`config.mk`:
```
export PLATFORM = sky130hd
export DESIGN_NAME = truth_table_scanner
export DESIGN_NICKNAME = d
export VERILOG_FILES = /design/src/rtl/truth_table_scanner.sv
export SDC_FILE = /design/constraint.sdc
export NUM_CORES = 1
export LEC_CHECK = 0
export CAP_MARGIN = 20
export CORE_AREA = 3 3 40 42
export DETAILED_ROUTE_END_ITERATION = 8
export DIE_AREA = 0 0 43 45
export MAX_ROUTING_LAYER = met4
export PLACE_DENSITY = 0.76
export SLEW_MARGIN = 10
export SYNTH_ARGS = -nofsm -noshare
export SYNTH_HDL_FRONTEND = slang
export SYNTH_SLANG_ARGS = --single-unit
```
`constraint.sdc`:
```
create_clock -name clk -period 2 [get_ports clk]
set_clock_uncertainty 0.2 [all_clocks]
set_input_delay 0.5 -clock clk [delete_from_list [all_inputs] [get_ports clk]]
set_output_delay 0.5 -clock clk [all_outputs]
set_load 0.03 [all_outputs]
```
`src/rtl/truth_table_scanner.sv`:
```
// Walks a 2-bit mux select through 00..11, holding each code HOLD cycles, and
// captures the mux output into a 4-bit truth table presented with valid/ack.
module truth_table_scanner #(
  parameter int HOLD = 2
) (
  input  logic       clk,
  input  logic       rst_n,
  input  logic       start,
  input  logic       ack,
  input  logic       mux_in,
  output logic [1:0] sel,
  output logic [3:0] table_out,
  output logic       busy,
  output logic       valid
);

  localparam int CW = (HOLD > 1) ? $clog2(HOLD) : 1;
  localparam logic [CW-1:0] LAST = CW'(HOLD - 1);

  typedef enum logic [1:0] {IDLE, SCAN, DONE} state_t;

  state_t        state;
  logic [CW-1:0] cnt;

  always_ff @(posedge clk or negedge rst_n) begin
    if (!rst_n) begin
      state     <= IDLE;
      cnt       <= '0;
      sel       <= 2'b00;
      table_out <= 4'b0000;
      busy      <= 1'b0;
      valid     <= 1'b0;
    end else begin
      case (state)
        IDLE: begin
          sel <= 2'b00;
          if (start) begin
            state     <= SCAN;
            cnt       <= '0;
            table_out <= 4'b0000;
            busy      <= 1'b1;
          end
        end
        SCAN: begin
          // sample on the last cycle of each hold window
          if (cnt == LAST) begin
            table_out[sel] <= mux_in;
            cnt            <= '0;
            if (sel == 2'b11) begin
              state <= DONE;
              sel   <= 2'b00;
              valid <= 1'b1;
            end else begin
              sel <= sel + 2'd1;
            end
          end else begin
            cnt <= cnt + 1'b1;
          end
        end
        DONE: begin
          if (ack) begin
            state <= IDLE;
            valid <= 1'b0;
            busy  <= 1'b0;
          end
        end
        default: begin
          state <= IDLE;
          cnt   <= '0;
          sel   <= 2'b00;
          busy  <= 1'b0;
          valid <= 1'b0;
        end
      endcase
    end
  end

endmodule

```
==> flow_metrics.env, run 1 <==
export IMPL_status="complete, no violations"
export IMPL_rsz0062_at_grt="false"
export IMPL_synth_seq_cells=11
export IMPL_cts_inserted_buffers=3
export IMPL_place_congestion=0.740
export IMPL_cpPeakStageDelay_ps=430
export IMPL_grt_usage_pct=14.1
export IMPL_crit_slowest_cell="dfrtp_1"
export IMPL_wl_per_cell_um=13.9
export IMPL_synthDistinctLibCells=21
export IMPL_clock_latency_ps=270
export IMPL_p_leak_uw=0.000327
export IMPL_dpl_hpwl_um=865
export IMPL_fp_dieW_um=43
export IMPL_crit_chain="dlygate4sd2_1"
export IMPL_drt_initial_drc_count=8
export IMPL_cts_resized=8
export IMPL_antenna_found_initial=0
export IMPL_finalCriticalPeriod_ps=1820
export IMPL_synth_area_leaders="dfrtp_1 (47%), ha_1 (8.6%), a221o_1 (6.9%)"
export IMPL_yosys_area_top_type="dfrtp_1"
export IMPL_diodes=0
export IMPL_io_pins=13
export IMPL_min_path_type="reg -> reg"
export IMPL_grt_max_degree=12
export IMPL_htree_num_levels=1
export IMPL_postSynthCellCount=56
export IMPL_tightestPinTransition_ps=509
export IMPL_fmax_mhz=549
export IMPL_ir_drop_uv=609
export IMPL_nNetsFinal=80
export IMPL_endpoint_kind="output port"
export IMPL_routed_wl_um=1190
export IMPL_period_share_pct=91.1
export IMPL_io_buffers=12
export IMPL_drv_slew=0
export IMPL_crit_arrival_ps=1120
export IMPL_worstSetupPathType="reg -> out"
export IMPL_nFillCells=122
export IMPL_vias=463
export IMPL_ys_warn_count=0
export IMPL_cp_max_fo=6
export IMPL_die_height_um=45
export IMPL_setup_tns_ps=0
export IMPL_area_growth_synth_to_final_pct=23.9
export IMPL_synth_area_um2=582
export IMPL_yosysSeqAreaShare_pct=47.3
export IMPL_overflow=0
export IMPL_drc_errors=0
export IMPL_grt_first_pass_wirelength_um=1810
export IMPL_required_ps=1300
export IMPL_synth_nets=65
export IMPL_slew_headroom_pct=66.0
export IMPL_num_rows=13
export IMPL_syn_area_per_cell_um2=10.4
export IMPL_die_area_mm2=0.00194
export IMPL_postCtsHoldBufs=0
export IMPL_setup_viol_count_final=0
export IMPL_drive_gt1_share_pct=7.14
export IMPL_worstSetupStartpointType="flip-flop"
export IMPL_initial_core_util_pct=45.3
export IMPL_ant_nets=0
export IMPL_postCtsSetupBuffers=0
export IMPL_clock_path_buffers=2
export IMPL_critPathTopFamily="flip-flops"
export IMPL_cts_sinks=11
export IMPL_core_area_mm2=0.00128
export IMPL_path_clk_slew_ps=80
export IMPL_final_cell_mix="dfrtp_1 (11), dlygate4sd2_1 (8), nand2_1 (5), o21ai_0 (5)"
export IMPL_maxCapViolCount=0
export IMPL_first_global_vias=412
export IMPL_first_pass_iters=4
export IMPL_root_buffer="clkbuf_4"
export IMPL_finalPower_uw=1260
export IMPL_final_common_cell="dfrtp_1"
export IMPL_cts_tree="done"
export IMPL_cellPowerDensity_mw_per_mm2=1750
export IMPL_critPathBufInv=1
export IMPL_vias_per_cell=5.45
export IMPL_hold_viol_final=0
export IMPL_hold_ws_ps=310
export IMPL_synth_top_cell_area_share_pct=47.3
==> sequential cells by signal, indices dropped and copies added, names as in the netlist <==
name	count
valid	1
busy	1
state	2
cnt	1
sel	2
table_out	4
==> worst min-delay path, stage by stage, from the launching register on <==
cell	delay [ps]
dfrtp_1	360
nand2_1	50
o21ai_0	70
==> metal layers <==
metal / track usage, % / share of wire (%) / vias to the layer above
li1: - / - / 230
met1: 15.2 / 47 / 226
met2: 21.3 / 50 / 5
met3: 4.78 / 2.5 / 2
met4: 10.8 / 1.1 / 0
met5: - / 0 / -
==> synth_stat cells (all sizes together) <==
cell type / instances
a21oi: 1
nand3: 1
ha: 4
o2bb2ai: 1
a311oi: 1
inv: 4
buf: 3
nor3b: 4
mux2i: 2
a31oi: 1
nand2: 5
a221o: 4
o22ai: 1
nand2b: 2
or2: 1
o211ai: 1
nor2: 4
dfrtp: 11
o21ai: 5
==> where the power goes <==
group	internal, µW	total (µW)	leakage, µW	switching, µW
Clock	77.2	159	0.0000150	82.3
Sequential	326	456	0.000126	130
Combinational	282	644	0.000186	363
Total	685	1260	0.000327	574
==> layout make-up <==
| cell class | count | area (µm²) | area share, % |
|---|---|---|---|
| clock buffers | 4 | 26.3 | 3.65 |
| repair buffers | 13 | 118 | 16.3 |
| well taps | 15 | 18.8 | 2.60 |
| inverters | 4 | 15.0 | 2.08 |
| flip-flops and latches | 11 | 275 | 38.2 |
| multi-input cells | 38 | 268 | 37.2 |
==> final timing paths <==
kind | startpoint | end | slack (ps) | depth (start not counted)
max | sel[0] | sel[0] | 180 | 1
min | valid | valid | 310 | 2
max reg2reg | state[1] | table_out[3] | 380 | 3
min reg2reg | valid | valid | 310 | 2
max in group asynchronous | rst_n | table_out[3] | 890 | 1
min in group asynchronous | rst_n | table_out[2] | 360 | 1
==> logic make-up (layout without fill, tap and decap cells) <==
| logic type | Yosys count | after routing | share of synthesized area, % |
|---|---|---|---|
| flops | 11 | 11 | 47.3 |
| mux | 2 | 2 | 3.44 |
| compound gates | 15 | 15 | 18.5 |
| fa+ha+maj | 4 | 4 | 8.60 |
| buf+inv | 7 | 21 | 6.67 |
| simple gates | 17 | 17 | 15.5 |
==> stage by stage <==
stage | cells | worst slack [ps] | util [%] | area [µm²]
final | 85 | 178 | 56.1 | 721
after global routing | 85 | 111 | 56.1 | 721
after CTS | 85 | 174 | 56.1 | 721
after detailed placement | 81 | 19.8 | 54.8 | 704
after global placement | 81 | 34.8 | 54.8 | 704
after floorplan | 56 | 470 | - | 582
Note: power is estimated with default switching activity, not from simulation.
==> inputs of run 2 (changes only) <==
--- a/config.mk
+++ b/config.mk
@@ -9,6 +9,7 @@
 export CORE_AREA = 3 3 40 42
 export DETAILED_ROUTE_END_ITERATION = 8
 export DIE_AREA = 0 0 43 45
+export GPL_TIMING_DRIVEN = 0
 export MAX_ROUTING_LAYER = met4
 export PLACE_DENSITY = 0.76
 export SLEW_MARGIN = 10
==> flow_metrics.env, run 2 (same netlist as run 1, synthesis figures left out) <==
export IMPL_status="complete, no violations"
export IMPL_overflow=0
export IMPL_min_path_type="reg -> reg"
export IMPL_ir_drop_uv=724
export IMPL_grt_first_pass_wirelength_um=1930
export IMPL_place_congestion=0.753
export IMPL_hold_ws_ps=310
export IMPL_area_growth_synth_to_final_pct=26.7
export IMPL_io_pins=13
export IMPL_routed_wl_um=1110
export IMPL_fp_dieW_um=43
export IMPL_postCtsSetupBuffers=0
export IMPL_crit_chain="dlygate4sd2_1"
export IMPL_final_common_cell="dfrtp_1"
export IMPL_crit_arrival_ps=1140
export IMPL_nFillCells=116
export IMPL_core_area_mm2=0.00128
export IMPL_grt_usage_pct=14.2
export IMPL_fmax_mhz=544
export IMPL_placed_cell_area_um2=721
export IMPL_first_global_vias=446
export IMPL_clock_path_buffers=2
export IMPL_cpPeakStageDelay_ps=450
export IMPL_critPathTopFamily="flip-flops"
export IMPL_final_cell_mix="dfrtp_1 (11), dlygate4sd2_1 (8), nand2_1 (5), o21ai_0 (5)"
export IMPL_ant_nets=0
export IMPL_num_rows=13
export IMPL_drv_slew=0
export IMPL_worstSetupStartpointType="flip-flop"
export IMPL_p_leak_uw=0.000338
export IMPL_regMostFlops="table_out"
export IMPL_setup_viol_count_final=0
export IMPL_largest_reg_flops=4
export IMPL_drive_gt1_share_pct=9.72
export IMPL_dpl_hpwl_um=830
export IMPL_vias_per_cell=5.32
export IMPL_die_height_um=45
export IMPL_root_buffer="clkbuf_4"
export IMPL_critPathBufInv=1
export IMPL_htree_num_levels=1
export IMPL_initial_core_util_pct=45.3
export IMPL_slew_headroom_pct=66.9
export IMPL_dp_cells=83
export IMPL_path_clk_slew_ps=70
export IMPL_first_pass_iters=4
export IMPL_cp_max_fo=6
export IMPL_top_regs="table_out x4, sel x2, state x2"
export IMPL_cts_tree="done"
export IMPL_clock_latency_ps=260
export IMPL_period_share_pct=91.8
export IMPL_die_area_mm2=0.00194
export IMPL_rsz0062_at_grt="false"
export IMPL_io_buffers=12
export IMPL_drt_initial_drc_count=8
export IMPL_wl_per_cell_um=12.8
export IMPL_cts_inserted_buffers=3
export IMPL_cts_sinks=11
export IMPL_crit_slowest_cell="dfrtp_1"
export IMPL_finalCriticalPeriod_ps=1840
export IMPL_setup_tns_ps=0
export IMPL_tightestPinTransition_ps=495
export IMPL_endpoint_kind="output port"
export IMPL_nNetsFinal=82
export IMPL_finalPower_uw=1300
export IMPL_fin_area_um2=737
export IMPL_diodes=0
export IMPL_grt_max_degree=12
export IMPL_drc_errors=0
export IMPL_layoutNonFillerInstCount=87
export IMPL_worstSetupPathType="reg -> out"
export IMPL_cellPowerDensity_mw_per_mm2=1760
export IMPL_hold_viol_final=0
export IMPL_maxCapViolCount=0
export IMPL_vias=463
export IMPL_required_ps=1300
export IMPL_antenna_found_initial=0
==> run 2: cell types whose count changed in the layout (fill, tap and decap cells not counted) <==
cell / previous run / this run
buf_2: 0 / 1
buf_6: 0 / 1
==> run 2: final cells by class <==
| class | instances | area [µm²] | share of cell area (%) |
|---|---|---|---|
| flip-flops and latches | 11 | 275 | 37.4 |
| plain buffers | 3 | 23.8 | 3.23 |
| repair buffers | 12 | 110 | 14.9 |
| clock buffers | 4 | 26.3 | 3.57 |
| well taps | 15 | 18.8 | 2.55 |
| multi-input cells | 38 | 268 | 36.3 |
| inverters | 4 | 15.0 | 2.04 |
==> run 2: final timing paths <==
| kind | startpoint | to | slack [ps] | cells past startpoint |
|---|---|---|---|---|
| max | sel[0] | sel[0] | 160 | 1 |
| min | busy | busy | 310 | 2 |
| max reg2reg | state[0] | table_out[2] | 460 | 4 |
| min reg2reg | busy | busy | 310 | 2 |
| max in group asynchronous | rst_n | sel[1] | 900 | 1 |
| min in group asynchronous | rst_n | table_out[3] | 360 | 1 |
==> run 2: routing by layer <==
metal	vias to the layer above	global-route usage, %	part of all wire, %	routed length, µm
met1	222	18.9	48	537
met3	2	3.59	2.9	32
li1	234	-	-	-
met5	-	-	0	0
met4	0	9.04	0.99	11
met2	5	19.2	48	529
==> run 2: report_power, final <==
part           total (µW)  internal [µW]  leakage (µW)  switching [µW]
Clock                 152           77.1     0.0000150            74.9
Combinational         739            319      0.000197             421
Sequential            404            327      0.000126            77.3
==> run 2: through the flow <==
stage,worst slack (ps),utilization (%)
after floorplan,470,-
after global placement,-31.0,56.1
after detailed placement,-43.6,56.1
after CTS,158,57.4
after global routing,131,57.4
final,163,57.4
==> run 2: what timing repair did <==
item                       4_1_cts  5_1_grt
setup endpoints to repair        8        0
gates resized for setup          8        0
hold buffers                     0        0
==> run 2: tightest hold or removal path, delay by kind of cell, from the launching register on <==
family             cells  cell delay [ps]
AOI/OAI and AO/OA      1               60
DFF                    1              360
and+or+nand+nor        1               50
==> inputs of run 3 (changes only) <==
==> constraint.sdc (replaced) <==
create_clock -name clk -period 1.7 [get_ports clk]
set_clock_uncertainty 0.2 [all_clocks]
set_input_delay 0.425 -clock clk [delete_from_list [all_inputs] [get_ports clk]]
set_output_delay 0.425 -clock clk [all_outputs]
set_load 0.03 [all_outputs]
==> flow_metrics.env, run 3 (same netlist as run 1, synthesis figures left out) <==
export IMPL_seqPwrFrac_pct=31.1
export IMPL_combPwrFrac_pct=57.2
export IMPL_required_ps=1070
export IMPL_fp_dieW_um=43
export IMPL_finalCriticalPeriod_ps=1670
export IMPL_drv_slew=0
export IMPL_grt_first_pass_wirelength_um=1920
export IMPL_min_path_type="in -> async"
export IMPL_tightestPinTransition_ps=496
export IMPL_antenna_found_initial=0
export IMPL_cellPowerDensity_mw_per_mm2=2070
export IMPL_nFillCells=113
export IMPL_num_rows=13
export IMPL_maxCapViolCount=0
export IMPL_p_sw_share_pct=44.1
export IMPL_drt_initial_drc_count=8
export IMPL_setup_viol_count_final=0
export IMPL_post_route_util_pct=57.6
export IMPL_p_int_uw=856
export IMPL_path_clk_slew_ps=70
export IMPL_placed_cell_area_um2=721
export IMPL_core_area_mm2=0.00128
export IMPL_vias_per_cell=5.32
export IMPL_ff_latch_area_um2=275
export IMPL_slew_headroom_pct=66.8
export IMPL_initial_core_util_pct=45.3
export IMPL_cts_tree="done"
export IMPL_crit_arrival_ps=1040
export IMPL_die_area_mm2=0.00194
export IMPL_top_regs="table_out x4, sel x2, state x2"
export IMPL_final_common_cell="dfrtp_1"
export IMPL_nNetsFinal=82
export IMPL_io_pins=13
export IMPL_endpoint_kind="output port"
export IMPL_fmax_mhz=600
export IMPL_routed_wl_um=1110
export IMPL_multiInputGateArea_um2=268
export IMPL_die_height_um=45
export IMPL_area_growth_synth_to_final_pct=27.3
export IMPL_status="complete, no violations"
export IMPL_period_share_pct=98.1
export IMPL_root_buffer="clkbuf_4"
export IMPL_crit_chain="clkdlybuf4s15_2"
export IMPL_clock_latency_ps=260
export IMPL_hold_ws_ps=290
export IMPL_io_buffers=12
export IMPL_htree_num_levels=1
export IMPL_switching_power_uw=677
export IMPL_place_congestion=0.753
export IMPL_drive_gt1_share_pct=12.5
export IMPL_first_global_vias=444
export IMPL_p_leak_uw=0.000342
export IMPL_regMostFlops="table_out"
export IMPL_clockPowerShare_pct=11.7
export IMPL_layoutNonFillerInstCount=87
export IMPL_overflow=0
export IMPL_worstSetupPathType="reg -> out"
export IMPL_diodes=0
export IMPL_wl_per_cell_um=12.7
export IMPL_cp_max_fo=6
export IMPL_cts_inserted_buffers=3
export IMPL_largest_reg_flops=4
export IMPL_grt_max_degree=12
export IMPL_grt_usage_pct=14.1
export IMPL_rsz0062_at_grt="false"
export IMPL_first_pass_iters=4
export IMPL_dpl_hpwl_um=830
export IMPL_critPathTopFamily="flip-flops"
export IMPL_hold_viol_final=0
export IMPL_clock_path_buffers=2
export IMPL_cts_sinks=11
export IMPL_dp_cells=83
export IMPL_fin_area_um2=741
export IMPL_worstSetupStartpointType="flip-flop"
export IMPL_critPathBufInv=1
export IMPL_vias=463
export IMPL_final_cell_mix="dfrtp_1 (11), nand2_1 (5), o21ai_0 (5)"
export IMPL_ir_drop_uv=854
export IMPL_ant_nets=0
export IMPL_finalPower_uw=1530
export IMPL_crit_slowest_cell="dfrtp_1"
export IMPL_drc_errors=0
export IMPL_cpPeakStageDelay_ps=450
==> run 3: cell count changes in the layout (fill, tap and decap cells not counted) <==
cell             change
clkbuf_2             +1
dlymetal6s2s_1       +1
dlygate4sd2_1        -4
clkdlybuf4s15_1      +2
clkdlybuf4s15_2      +1
clkdlybuf4s50_1      -1
==> run 3: worst paths after layout <==
path / depth (start not counted) / from / slack (ps) / end
hold reg to reg: 2 / busy / 310 / busy
setup / recovery: 1 / sel[0] / 30 / sel[0]
min in group clk: 3 / start / 300 / state[0]
setup reg to reg: 4 / state[0] / 160 / table_out[2]
hold / removal: 1 / rst_n / 290 / table_out[3]
max in group asynchronous: 1 / rst_n / 680 / sel[1]
==> run 3: final cells by class <==
class / instances / area share [%]
clock buffer: 4 / 3.55
buffer: 3 / 3.21
multi-input combinational: 38 / 36.1
inverter: 4 / 2.03
tap: 15 / 2.53
timing repair buffer: 12 / 15.4
sequential: 11 / 37.2
==> run 3: stage by stage <==
step | setup TNS, ps | setup slack, ps
final | 0 | 32.7
after global routing | 0 | 0.556
after global placement | -1020 | -256
after CTS | 0 | 0.0414
after detailed placement | -1090 | -269
after floorplan | 0 | 170
==> run 3: per-layer routing <==
| layer | vias to the layer above | GRT usage, % | part of all wire (%) |
|---|---|---|---|
| met1 | 223 | 18.7 | 48 |
| li1 | 233 | - | - |
| met5 | - | - | 0 |
| met3 | 2 | 3.59 | 2.9 |
| met2 | 5 | 19.2 | 48 |
| met4 | 0 | 9.04 | 0.99 |
==> run 3: worst register-to-register path, cell delays in order (launching register included) <==
cell	delay, ps
dfrtp_1	380
buf_6	140
mux2i_1	110
or2_4	250
a221o_1	350
==> run 3: timing repair <==
action	in CTS	in global routing
setup endpoints to repair	8	7
buffers inserted	0	0
pin swaps	0	0
gates resized for setup	11	4
hold buffers	0	0
==> run 3: power groups by stage <==
stage / combinational (µW) / sequential [µW] / clock, µW
6_report: 877 / 477 / 179
5_1_grt: 975 / 495 / 198
4_1_cts: 885 / 476 / 185
3_5_place_dp: 936 / 484 / 0
3_3_place_gp: 921 / 478 / 0
2_1_floorplan: 483 / 643 / 0
==> variant (flow settings as in run 2) <==
Reset style: synchronous (`rst_n`), changed in one clocked block.
--- a/src/rtl/truth_table_scanner.sv
+++ b/src/rtl/truth_table_scanner.sv
@@ -22,7 +22,7 @@
   state_t        state;
   logic [CW-1:0] cnt;
 
-  always_ff @(posedge clk or negedge rst_n) begin
+  always_ff @(posedge clk) begin
     if (!rst_n) begin
       state     <= IDLE;
       cnt       <= '0;
Behaviour: differs if rst_n is asserted again (counterexample within 4 cycles, from zero or initial values and one cycle with rst_n low); with rst_n held inactive, the same outputs for 10 cycles.
==> variant against run 2 <==
  * Setup slack better by 0.026 ns
  * Non-clock buffer count unchanged
  * Routed wire length up 6.0%
  * First-iteration DRC count unchanged
  * Critical endpoint unchanged
  * Synthesized area down 1.3%
  * Die area unchanged
  * Largest cell class is now multi-input combinational cells
  * Final area up 1.5%
  * Sequential share of layout area down 7.9 points
  * Sequential cell count unchanged
  * Via count up 8.9%
  * Highest routed layer unchanged
Power is not compared: it rests on default switching activity, and its combinational part moved more than twofold at a synthesized area within 25%.
==> variant: results (changes against run 2) <==
{
  "outcome": {
    "outcome": {"value": "finished, final reports clean", "change": "unchanged"}
  },
  "logic_synthesis": {
    "mux_contribution_to_synthesized_area": {"value": 3.486, "unit": "%", "change": "was 3.441%"},
    "synth_sequential_area_ratio": {"value": 38.34, "unit": "%", "change": "was 47.31%"},
    "synth_cell_types": {"value": 25, "change": "was 21"},
    "synth-compound-area-share": {"value": 25.05, "unit": "%", "change": "was 18.49%"},
    "share_of_synthesized_flip_flops_with_an_asynchronous_set_or_reset": {"value": 0, "unit": "%", "change": "was 100.0%"},
    "synthTopCellsByCount": {"value": "11 x dfxtp_1, 5 x inv_1", "change": "was 11 x dfrtp_1, 5 x nand2_1, 5 x o21ai_0"},
    "syn_nets": {"value": 70, "change": "was 65"},
    "synth.top_cells.by_area": {"value": "dfxtp_1 38%, ha_1 8.7%, a32o_1 7.0%, a211o_1 6.1%, nor2b_1 4.4%", "change": "was dfrtp_1 47%, ha_1 8.6%, a221o_1 6.9%, nor3b_1 5.2%, o21ai_0 4.3%"},
    "yosys.area_share.adder": {"value": 8.715, "unit": "%", "change": "was 8.602%"},
    "syn_area_per_cell": {"value": 9.415, "unit": "µm²", "change": "was 10.39 µm²"}
  },
  "worst_hold_path": {
    "timing.hold.worst_endpoint": {"value": "busy", "change": "unchanged"},
    "hp-start": {"value": "busy", "change": "unchanged"}
  },
  "layout": {
    "layout-drive-gt1-share": {"value": 7.792, "unit": "%", "change": "was 9.722%"},
    "layout.nets": {"value": 87, "change": "was 82"},
    "filler_cell_count": {"value": 121, "change": "was 116"}
  },
  "global_route": {
    "grt_usage": {"value": 14.21, "unit": "%", "change": "was 14.22%"}
  },
  "critical_path": {
    "crit_path_top_delay_cell": {"value": "dfxtp_1", "change": "was dfrtp_1"},
    "rrSetupSlack": {"value": 0.41, "unit": "ns", "change": "was 0.46 ns"},
    "crit-reg2reg-launch": {"value": "sel[0]", "change": "was state[0]"},
    "data_arrival_critical_path": {"value": 1.11, "unit": "ns", "change": "was 1.14 ns"}
  },
  "placement": {
    "place_worst_setup_slack": {"value": -0.03618, "unit": "ns", "change": "was -0.04356 ns"},
    "detailedPlacementHpwl": {"value": 833.8, "unit": "µm", "change": "was 830.4 µm"},
    "gp_congestion": {"value": 0.7039, "change": "was 0.7534"},
    "dpl.cell_count": {"value": 88, "change": "was 83"}
  },
  "routing": {
    "drt_wl_total": {"value": 1177, "unit": "µm", "change": "was 1110 µm"},
    "vias": {"value": 504, "change": "was 463"},
    "post_drt_via_cell_ratio": {"value": 5.478, "change": "was 5.322"}
  },
  "timing": {
    "hold-worst-slack": {"value": 0.2748, "unit": "ns", "change": "was 0.3100 ns"}
  }
}
variant: area by class of cell:
cell class	count	area, µm²	area share [%]
sequential	11	220.2	29.43
multi-input combinational	41	317.8	42.47
buffer	3	13.76	1.839
inverter	6	22.52	3.010
clock buffer	4	26.28	3.512
timing repair buffer	12	128.9	17.22
tap	15	18.77	2.508
variant: how the worst max path moves through the flow:
stage / startpoint / end / slack [ns] / cells after the start
after floorplan: sel[0] / table_out[3] / 0.32 / 4
after global placement: start / table_out[2] / -0.02 / 4
after detailed placement: start / table_out[0] / -0.04 / 4
after CTS: busy / busy / 0.001 / 1
after global routing: sel[0] / sel[0] / 0.14 / 1
final: sel[0] / sel[0] / 0.19 / 1
variant: repair_timing:
| item | 4_1_cts | 5_1_grt |
|---|---|---|
| gates cloned | 0 | 0 |
| endpoints found under the setup margin | 3 | 5 |
| resized for setup | 3 | 5 |
variant: per-layer routing:
| layer | global-route usage (%) | up-vias | wire length, µm |
|---|---|---|---|
| met4 | 7.229 | 0 | 23 |
| met5 | - | - | 0 |
| met2 | 20.36 | 13 | 523 |
| li1 | - | 254 | - |
| met3 | 5.976 | 5 | 90 |
| met1 | 17.07 | 232 | 539 |
variant: logic make-up after synthesis:
group / after synthesis
AO/OA/AOI/OAI: 18
AND/OR/NAND/NOR: 17
flip-flops: 11
buffers and inverters: 9
adder cells (fa/ha/maj): 4
multiplexers: 2
variant: where the power goes:
group	internal, mW	switching (mW)	total [mW]
Sequential	0.225	0.00766	0.233
Clock	0.0773	0.0753	0.153
Combinational	0.0296	0.0302	0.0598
variant: stage by stage:
step	area (µm²)	TNS, ns
3_3_place_gp	713.2	-0.07551
6_report	748.2	0
5_1_grt	748.2	0
2_1_floorplan	574.3	0
3_5_place_dp	713.2	-0.1204
4_1_cts	735.7	0
